`config.mk`:
```
export PLATFORM = sky130hd
export DESIGN_NAME = flit_rr_arbiter_flat
export DESIGN_NICKNAME = d
export VERILOG_FILES = /design/src/rtl/flit_rr_arbiter_if.sv /design/src/rtl/flit_rr_arbiter.sv /design/src/flat_wrapper.sv
export SDC_FILE = /design/constraint.sdc
export NUM_CORES = 1
export LEC_CHECK = 0
export CAP_MARGIN = 20
export CORE_MARGIN = 2
export CORE_UTILIZATION = 38
export DETAILED_ROUTE_END_ITERATION = 8
export PLACE_DENSITY = 0.86
export SLEW_MARGIN = 20
export SYNTH_ARGS = -nofsm -noshare
export SYNTH_HDL_FRONTEND = slang
export SYNTH_SLANG_ARGS = --single-unit
export TNS_END_PERCENT = 30
```
`constraint.sdc`:
```
create_clock -name clk -period 6.4 [get_ports clk]
set_input_delay 0.96 -clock clk [delete_from_list [all_inputs] [get_ports clk]]
set_output_delay 0.96 -clock clk [all_outputs]
set_load 0.005 [all_outputs]
```
`src/rtl/flit_rr_arbiter_if.sv`:
```
// Bundle between the flit sources, the round-robin arbiter and the depacketizer.
// Carries the per-port request side, the registered output side and debug taps.
interface flit_rr_arbiter_if #(
  parameter int NUM_PORTS = 4,
  parameter int FLIT_W    = 48
);
  // Handshakes: a flit moves on a rising clk edge when valid and ready are both 1.
  // A source holds in_flit stable while in_valid && !in_ready; the arbiter holds
  // flit_out stable while flit_valid && !flit_ready. Ready may depend on valid.
  logic [NUM_PORTS-1:0]        in_valid;
  logic [NUM_PORTS*FLIT_W-1:0] in_flit;
  logic [NUM_PORTS-1:0]        in_ready;
  logic [FLIT_W-1:0]           flit_out;
  logic                        flit_valid;
  logic                        flit_ready;
  logic [2:0]                  grant;
  logic                        locked;
  logic                        pkt_done;
  logic                        abort;
  logic                        dbg_state;
  logic [2:0]                  dbg_rr_ptr;

  // master: sources plus depacketizer; slave: the arbiter itself
  modport master (
    output in_valid, in_flit, flit_ready,
    input  in_ready, flit_out, flit_valid, grant, locked, pkt_done, abort,
           dbg_state, dbg_rr_ptr
  );

  modport slave (
    input  in_valid, in_flit, flit_ready,
    output in_ready, flit_out, flit_valid, grant, locked, pkt_done, abort,
           dbg_state, dbg_rr_ptr
  );
endinterface

```
`src/rtl/flit_rr_arbiter.sv`:
```
// Packet-granular round-robin arbiter feeding one flit depacketizer, with a
// watchdog that releases a port whose source stalls mid-packet.
module flit_rr_arbiter #(
  parameter int NUM_PORTS = 4,
  parameter int FLIT_W    = 48,
  parameter int TIMEOUT   = 64
) (
  input  logic              clk,
  input  logic              reset_n,
  flit_rr_arbiter_if.slave  bus
);

  typedef enum logic {
    IDLE   = 1'b0,
    LOCKED = 1'b1
  } state_t;

  localparam int TO_LAST = (TIMEOUT > 0) ? TIMEOUT - 1 : 0;
  localparam int CNT_W   = (TIMEOUT > 2) ? $clog2(TIMEOUT) : 1;

  state_t             state;
  logic [2:0]         rr_ptr;
  logic [2:0]         grant;
  logic [CNT_W-1:0]   idle_cnt;

  logic [7:0]         valid_pad;
  logic [7:0]         ready_pad;
  logic [FLIT_W-1:0]  flit_arr [8];
  logic [FLIT_W-1:0]  sel_flit;
  logic               sel_eop;
  logic [3:0]         cand;
  logic               pick_found;
  logic [2:0]         pick_idx;
  logic [2:0]         next_ptr;
  logic               can_take;
  logic               xfer;
  logic               timeout_hit;

  // Pad the per-port vectors to 8 entries so a 3-bit index is always in range.
  assign valid_pad = 8'(bus.in_valid);

  always_comb begin
    for (int i = 0; i < 8; i++) flit_arr[i] = '0;
    for (int i = 0; i < NUM_PORTS; i++) flit_arr[i] = bus.in_flit[i*FLIT_W +: FLIT_W];
  end

  assign sel_flit = flit_arr[grant];
  assign sel_eop  = (sel_flit[15:0] == 16'hFFFF);
  assign next_ptr = (grant == 3'(NUM_PORTS - 1)) ? 3'd0 : grant + 3'd1;

  // First requester at or above rr_ptr, wrapping back to port 0.
  always_comb begin
    pick_found = 1'b0;
    pick_idx   = 3'd0;
    cand       = 4'd0;
    for (int k = 0; k < NUM_PORTS; k++) begin
      cand = {1'b0, rr_ptr} + 4'(k);
      if (cand >= 4'(NUM_PORTS)) cand = cand - 4'(NUM_PORTS);
      if (!pick_found && valid_pad[cand[2:0]]) begin
        pick_found = 1'b1;
        pick_idx   = cand[2:0];
      end
    end
  end

  // The output register can take a new flit when empty or draining this cycle.
  assign can_take = (state == LOCKED) && (!bus.flit_valid || bus.flit_ready);
  assign xfer     = can_take && valid_pad[grant];

  always_comb begin
    ready_pad        = '0;
    ready_pad[grant] = can_take;
  end

  assign bus.in_ready = ready_pad[NUM_PORTS-1:0];

  // Only a silent source counts toward the watchdog, never downstream back-pressure.
  assign timeout_hit = (TIMEOUT > 0) && (state == LOCKED) && !valid_pad[grant] &&
                       (idle_cnt == CNT_W'(TO_LAST));

  always_ff @(posedge clk or negedge reset_n) begin
    if (!reset_n) begin
      state          <= IDLE;
      rr_ptr         <= 3'd0;
      grant          <= 3'd0;
      idle_cnt       <= '0;
      bus.flit_out   <= '0;
      bus.flit_valid <= 1'b0;
      bus.pkt_done   <= 1'b0;
      bus.abort      <= 1'b0;
    end else begin
      bus.pkt_done <= 1'b0;
      bus.abort    <= 1'b0;

      if (xfer) begin
        bus.flit_out   <= sel_flit;
        bus.flit_valid <= 1'b1;
      end else if (bus.flit_ready) begin
        bus.flit_valid <= 1'b0;
      end

      case (state)
        IDLE: begin
          if (pick_found) begin
            grant    <= pick_idx;
            idle_cnt <= '0;
            state    <= LOCKED;
          end
        end
        LOCKED: begin
          if (xfer) begin
            idle_cnt <= '0;
            if (sel_eop) begin
              bus.pkt_done <= 1'b1;
              rr_ptr       <= next_ptr;
              state        <= IDLE;
            end
          end else if (timeout_hit) begin
            bus.abort <= 1'b1;
            idle_cnt  <= '0;
            rr_ptr    <= next_ptr;
            state     <= IDLE;
          end else if ((TIMEOUT > 0) && !valid_pad[grant]) begin
            idle_cnt <= idle_cnt + CNT_W'(1);
          end
        end
        default: state <= IDLE;
      endcase
    end
  end

  assign bus.grant      = grant;
  assign bus.locked     = (state == LOCKED);
  assign bus.dbg_state  = state;
  assign bus.dbg_rr_ptr = rr_ptr;

endmodule

```
`src/flat_wrapper.sv`:
```
// flat-port wrapper written by rule: the top's interface ports become plain ports
module flit_rr_arbiter_flat 
#(
  parameter int NUM_PORTS = 4,
  parameter int FLIT_W    = 48,
  parameter int TIMEOUT   = 64
)
  (clk, reset_n, bus_in_valid, bus_in_flit, bus_flit_ready, bus_in_ready, bus_flit_out, bus_flit_valid, bus_grant, bus_locked, bus_pkt_done, bus_abort, bus_dbg_state, bus_dbg_rr_ptr);
  flit_rr_arbiter_if #(.NUM_PORTS(NUM_PORTS), .FLIT_W(FLIT_W)) bus_i ();
  input  logic clk;
  input  logic reset_n;
  input wire logic [$bits(bus_i.in_valid)-1:0] bus_in_valid;
  input wire logic [$bits(bus_i.in_flit)-1:0] bus_in_flit;
  input wire logic [$bits(bus_i.flit_ready)-1:0] bus_flit_ready;
  output wire logic [$bits(bus_i.in_ready)-1:0] bus_in_ready;
  output wire logic [$bits(bus_i.flit_out)-1:0] bus_flit_out;
  output wire logic [$bits(bus_i.flit_valid)-1:0] bus_flit_valid;
  output wire logic [$bits(bus_i.grant)-1:0] bus_grant;
  output wire logic [$bits(bus_i.locked)-1:0] bus_locked;
  output wire logic [$bits(bus_i.pkt_done)-1:0] bus_pkt_done;
  output wire logic [$bits(bus_i.abort)-1:0] bus_abort;
  output wire logic [$bits(bus_i.dbg_state)-1:0] bus_dbg_state;
  output wire logic [$bits(bus_i.dbg_rr_ptr)-1:0] bus_dbg_rr_ptr;
  assign bus_i.in_valid = bus_in_valid;
  assign bus_i.in_flit = bus_in_flit;
  assign bus_i.flit_ready = bus_flit_ready;
  assign bus_in_ready = bus_i.in_ready;
  assign bus_flit_out = bus_i.flit_out;
  assign bus_flit_valid = bus_i.flit_valid;
  assign bus_grant = bus_i.grant;
  assign bus_locked = bus_i.locked;
  assign bus_pkt_done = bus_i.pkt_done;
  assign bus_abort = bus_i.abort;
  assign bus_dbg_state = bus_i.dbg_state;
  assign bus_dbg_rr_ptr = bus_i.dbg_rr_ptr;
  flit_rr_arbiter #(.NUM_PORTS(NUM_PORTS), .FLIT_W(FLIT_W), .TIMEOUT(TIMEOUT)) u_core (.clk(clk), .reset_n(reset_n), .bus(bus_i));
endmodule
```
==> flow_summary_export.csv <==
group,metric,value,unit
run_status,outcome,"complete, no violations",
global_routing,grt_use_total,23.73,%
yosys,synth_nets,629,
floorplanning,die_h,111.9,um
clock_network,post_cts_buffers,0,
yosys,ys_ff_latch,64,
layout,drive_above_1_share,12.22,%
clock_network,h-tree-depth,3,
layout,final_cell_mix,"clkdlybuf4s50_1, nand2_1, dfrtp_1",
global_routing,grt_max_degree,102,
layout,post-route-util,64.27,%
sta,final_hold_viol_count,0,
route,vias_per_cell,5.378,
yosys,yosys.area.top_type_share,36.22,%
yosys,synth_largest_area_cell,"dfrtp_1",
setup_path,crit_required,6.65,ns
layout,fin_nets,869,
power_and_ir_drop,p_leak,2.956,nW
yosys,synth-edff-count,0,
floorplanning,row_count,39,
yosys,synth_cell_type_count,52,
clock_network,cts_tree,"built",
sta,min_period,3.632,ns
global_routing,grt_pass1_wl,23180,um
power_and_ir_drop,power_density,225.9,nW/um^2
route,wl,15060,um
place,portBuffers,261,
setup_path,cpMaxStageDelayCell,"or2_4",
clock_network,cts_hold_buf,0,
yosys,synth_ff_type,"dfrtp_1",
run,maxCapViolations,0,
layout,areaGrowthSynthToFinish,65.25,%
sta,worst_pin_slew,0.9229,ns
global_routing,grt-ovfl-total,0,
floorplanning,die_area,12510,um^2
floorplanning,num_io_pins,262,
route,first_pass_iters,4,
place,place.gp.congestion,0.8840,
setup_path,start_kind,"flop",
route,dr.first_iter.drc_count,245,
layout,final_common_cell,"clkdlybuf4s50_1",
floorplanning,die_x,111.9,um
setup_path,cp-end-kind,"flop",
yosys,syn_inst,426,
sta,final-setup-viol-count,0,
sta,fmax,275.3,MHz
sta,maxSlewViolCount,0,
setup_path,path_class,"flop to flop",
clock_network,numCtsBuffers,9,
sta,clock_skew,0.006489,ns
route,drc,0,
clock_network,cts_root_buf,"clkbuf_16",
sta,period_share,56.76,%
route,wl_per_cell,18.51,um
sta,finalSetupTns,0,ns
sta,slew_headroom,38.47,%
setup_path,crit_fanout,101,
power_and_ir_drop,fin_total_pwr,1.651,mW
route,vias,4378,
yosys,postSynthAreaPerCell,10.38,um^2
global_routing,antenna_found_initial,2,
worst_hold_path,hp-class,"flop to flop",
power_and_ir_drop,irDropWorstVdd,0.1385,mV
yosys,synth_area_leaders,"dfrtp_1, mux4_2, nand2_1",
route,ant_nets,0,
setup_path,critPathMaxStageDelay,0.74,ns
yosys,synthArstFlopShare,100.0,%
global_routing,grt_pass1_vias,4550,
floorplanning,coreArea,11370,um^2
yosys,ys_seq_area_share,36.22,%
clock_network,max-clock-path-buffers,2,
clock_network,worstSkewPairLatency,0.32,ns
sta,rsz0062_at_grt,"no",
floorplanning,floorplan.initialDensity,38.89,%
clock_network,clock-sinks,64,
setup_path,crit_chain,"buf_4, mux2_2, a22oi_4, or2_4, nand2_1, or4_1, nand3_1",
layout,fillers,929,
sta,worst_hold_slack,0.4745,ns
layout,antennaDiodeCount,0,
setup_path,cp.arrival,3.88,ns
clock_network,cts_resized,0,
yosys,synthesis.area,4422,um^2
yosys,ys.warnings.count,0,
place,hpwl,11960,um
clock_network,clk_pin_slew,0.05,ns
==> critical path: cells and delay by family (launching register included) <==
family          cells  cell delay, ns
simple gates        4            1.46
mux                 1            0.43
buf+inv             1            0.65
flops               1            0.73
compound gates      1            0.20
==> state kept, by name, indices dropped and copies added, names as in the netlist <==
name,cells
u_core.bus.abort,1
u_core.bus.dbg_rr_ptr,3
u_core.bus.dbg_state,1
u_core.bus.flit_out,48
u_core.bus.flit_valid,1
u_core.bus.grant,3
u_core.bus.pkt_done,1
u_core.idle_cnt,6
==> layer usage <==
layer  track usage [%]  share of wire (%)  up-vias
li1                  -                  -     2070
met1             26.14                 36     2091
met2             42.75                 52      187
met3             7.676                9.0       26
met4             8.642                2.0        4
met5                 0               0.18        -
==> report_power, final <==
part           internal, mW  leakage, nW  total, mW  switching, mW
Combinational         0.402         2.03      0.632          0.230
Clock                 0.272        0.128      0.433          0.161
Sequential            0.512        0.798      0.586         0.0744
Total                  1.19         2.96       1.65          0.465
==> stage by stage <==
step / setup slack, ns / cells / instance area (um^2)
6_report: 2.768 / 814 / 7307
3_3_place_gp: 2.799 / 798 / 7044
3_5_place_dp: 2.697 / 798 / 7044
4_1_cts: 2.697 / 814 / 7307
2_1_floorplan: 3.936 / 426 / 4422
5_1_grt: 2.441 / 814 / 7307
==> final cells by class <==
| type | instances | area, um^2 | area share (%) |
|---|---|---|---|
| repair buffers | 264 | 2630 | 35.99 |
| multi-input cells | 319 | 2599 | 35.57 |
| flip-flops and latches | 64 | 1607 | 21.99 |
| clock buffers | 15 | 257.7 | 3.527 |
| well taps | 143 | 178.9 | 2.449 |
| inverters | 8 | 30.03 | 0.4110 |
| clock inverters | 1 | 5.005 | 0.06849 |
==> kinds of logic after synthesis <==
kind of cell | Yosys count | synth area share, %
buffers and inverters | 43 | 5.065
adders and majority gates | 4 | 1.132
AOI/OAI and AO/OA | 86 | 12.39
and+or+nand+nor | 170 | 17.29
DFF | 64 | 36.22
muxes | 59 | 27.90
==> synth_stat cells, drive strengths merged (2+ instances only) <==
| cell | n |
|---|---|
| nand2 | 110 |
| dfrtp | 64 |
| o21ai | 53 |
| mux4 | 50 |
| clkbuf | 21 |
| buf | 14 |
| nand3 | 14 |
| nand4 | 10 |
| nor2 | 9 |
| inv | 7 |
| nor3 | 7 |
| and3 | 5 |
| mux2 | 5 |
| o22ai | 5 |
| a21oi | 4 |
| a31oi | 4 |
| ha | 4 |
| mux2i | 4 |
| o211ai | 4 |
| a311oi | 3 |
| nand2b | 3 |
| nor3b | 3 |
| a21o | 2 |
| a22oi | 2 |
| or2 | 2 |
| or3 | 2 |
==> path summary, 6_finish.rpt <==
check | start | to | slack [ns] | cells past startpoint
max in group asynchronous | reset_n | u_core.bus.grant[0] | 4.99 | 2
worst min-delay path | u_core.bus.flit_out[6] | u_core.bus.flit_out[6] | 0.47 | 2
worst max register to register | u_core.bus.grant[0] | u_core.idle_cnt[4] | 2.77 | 7
min in group asynchronous | reset_n | u_core.bus.flit_out[2] | 0.81 | 2
worst max-delay path | u_core.bus.grant[0] | u_core.idle_cnt[4] | 2.77 | 7
worst min register to register | u_core.bus.flit_out[6] | u_core.bus.flit_out[6] | 0.47 | 2
(Power assumes the default switching activity.)
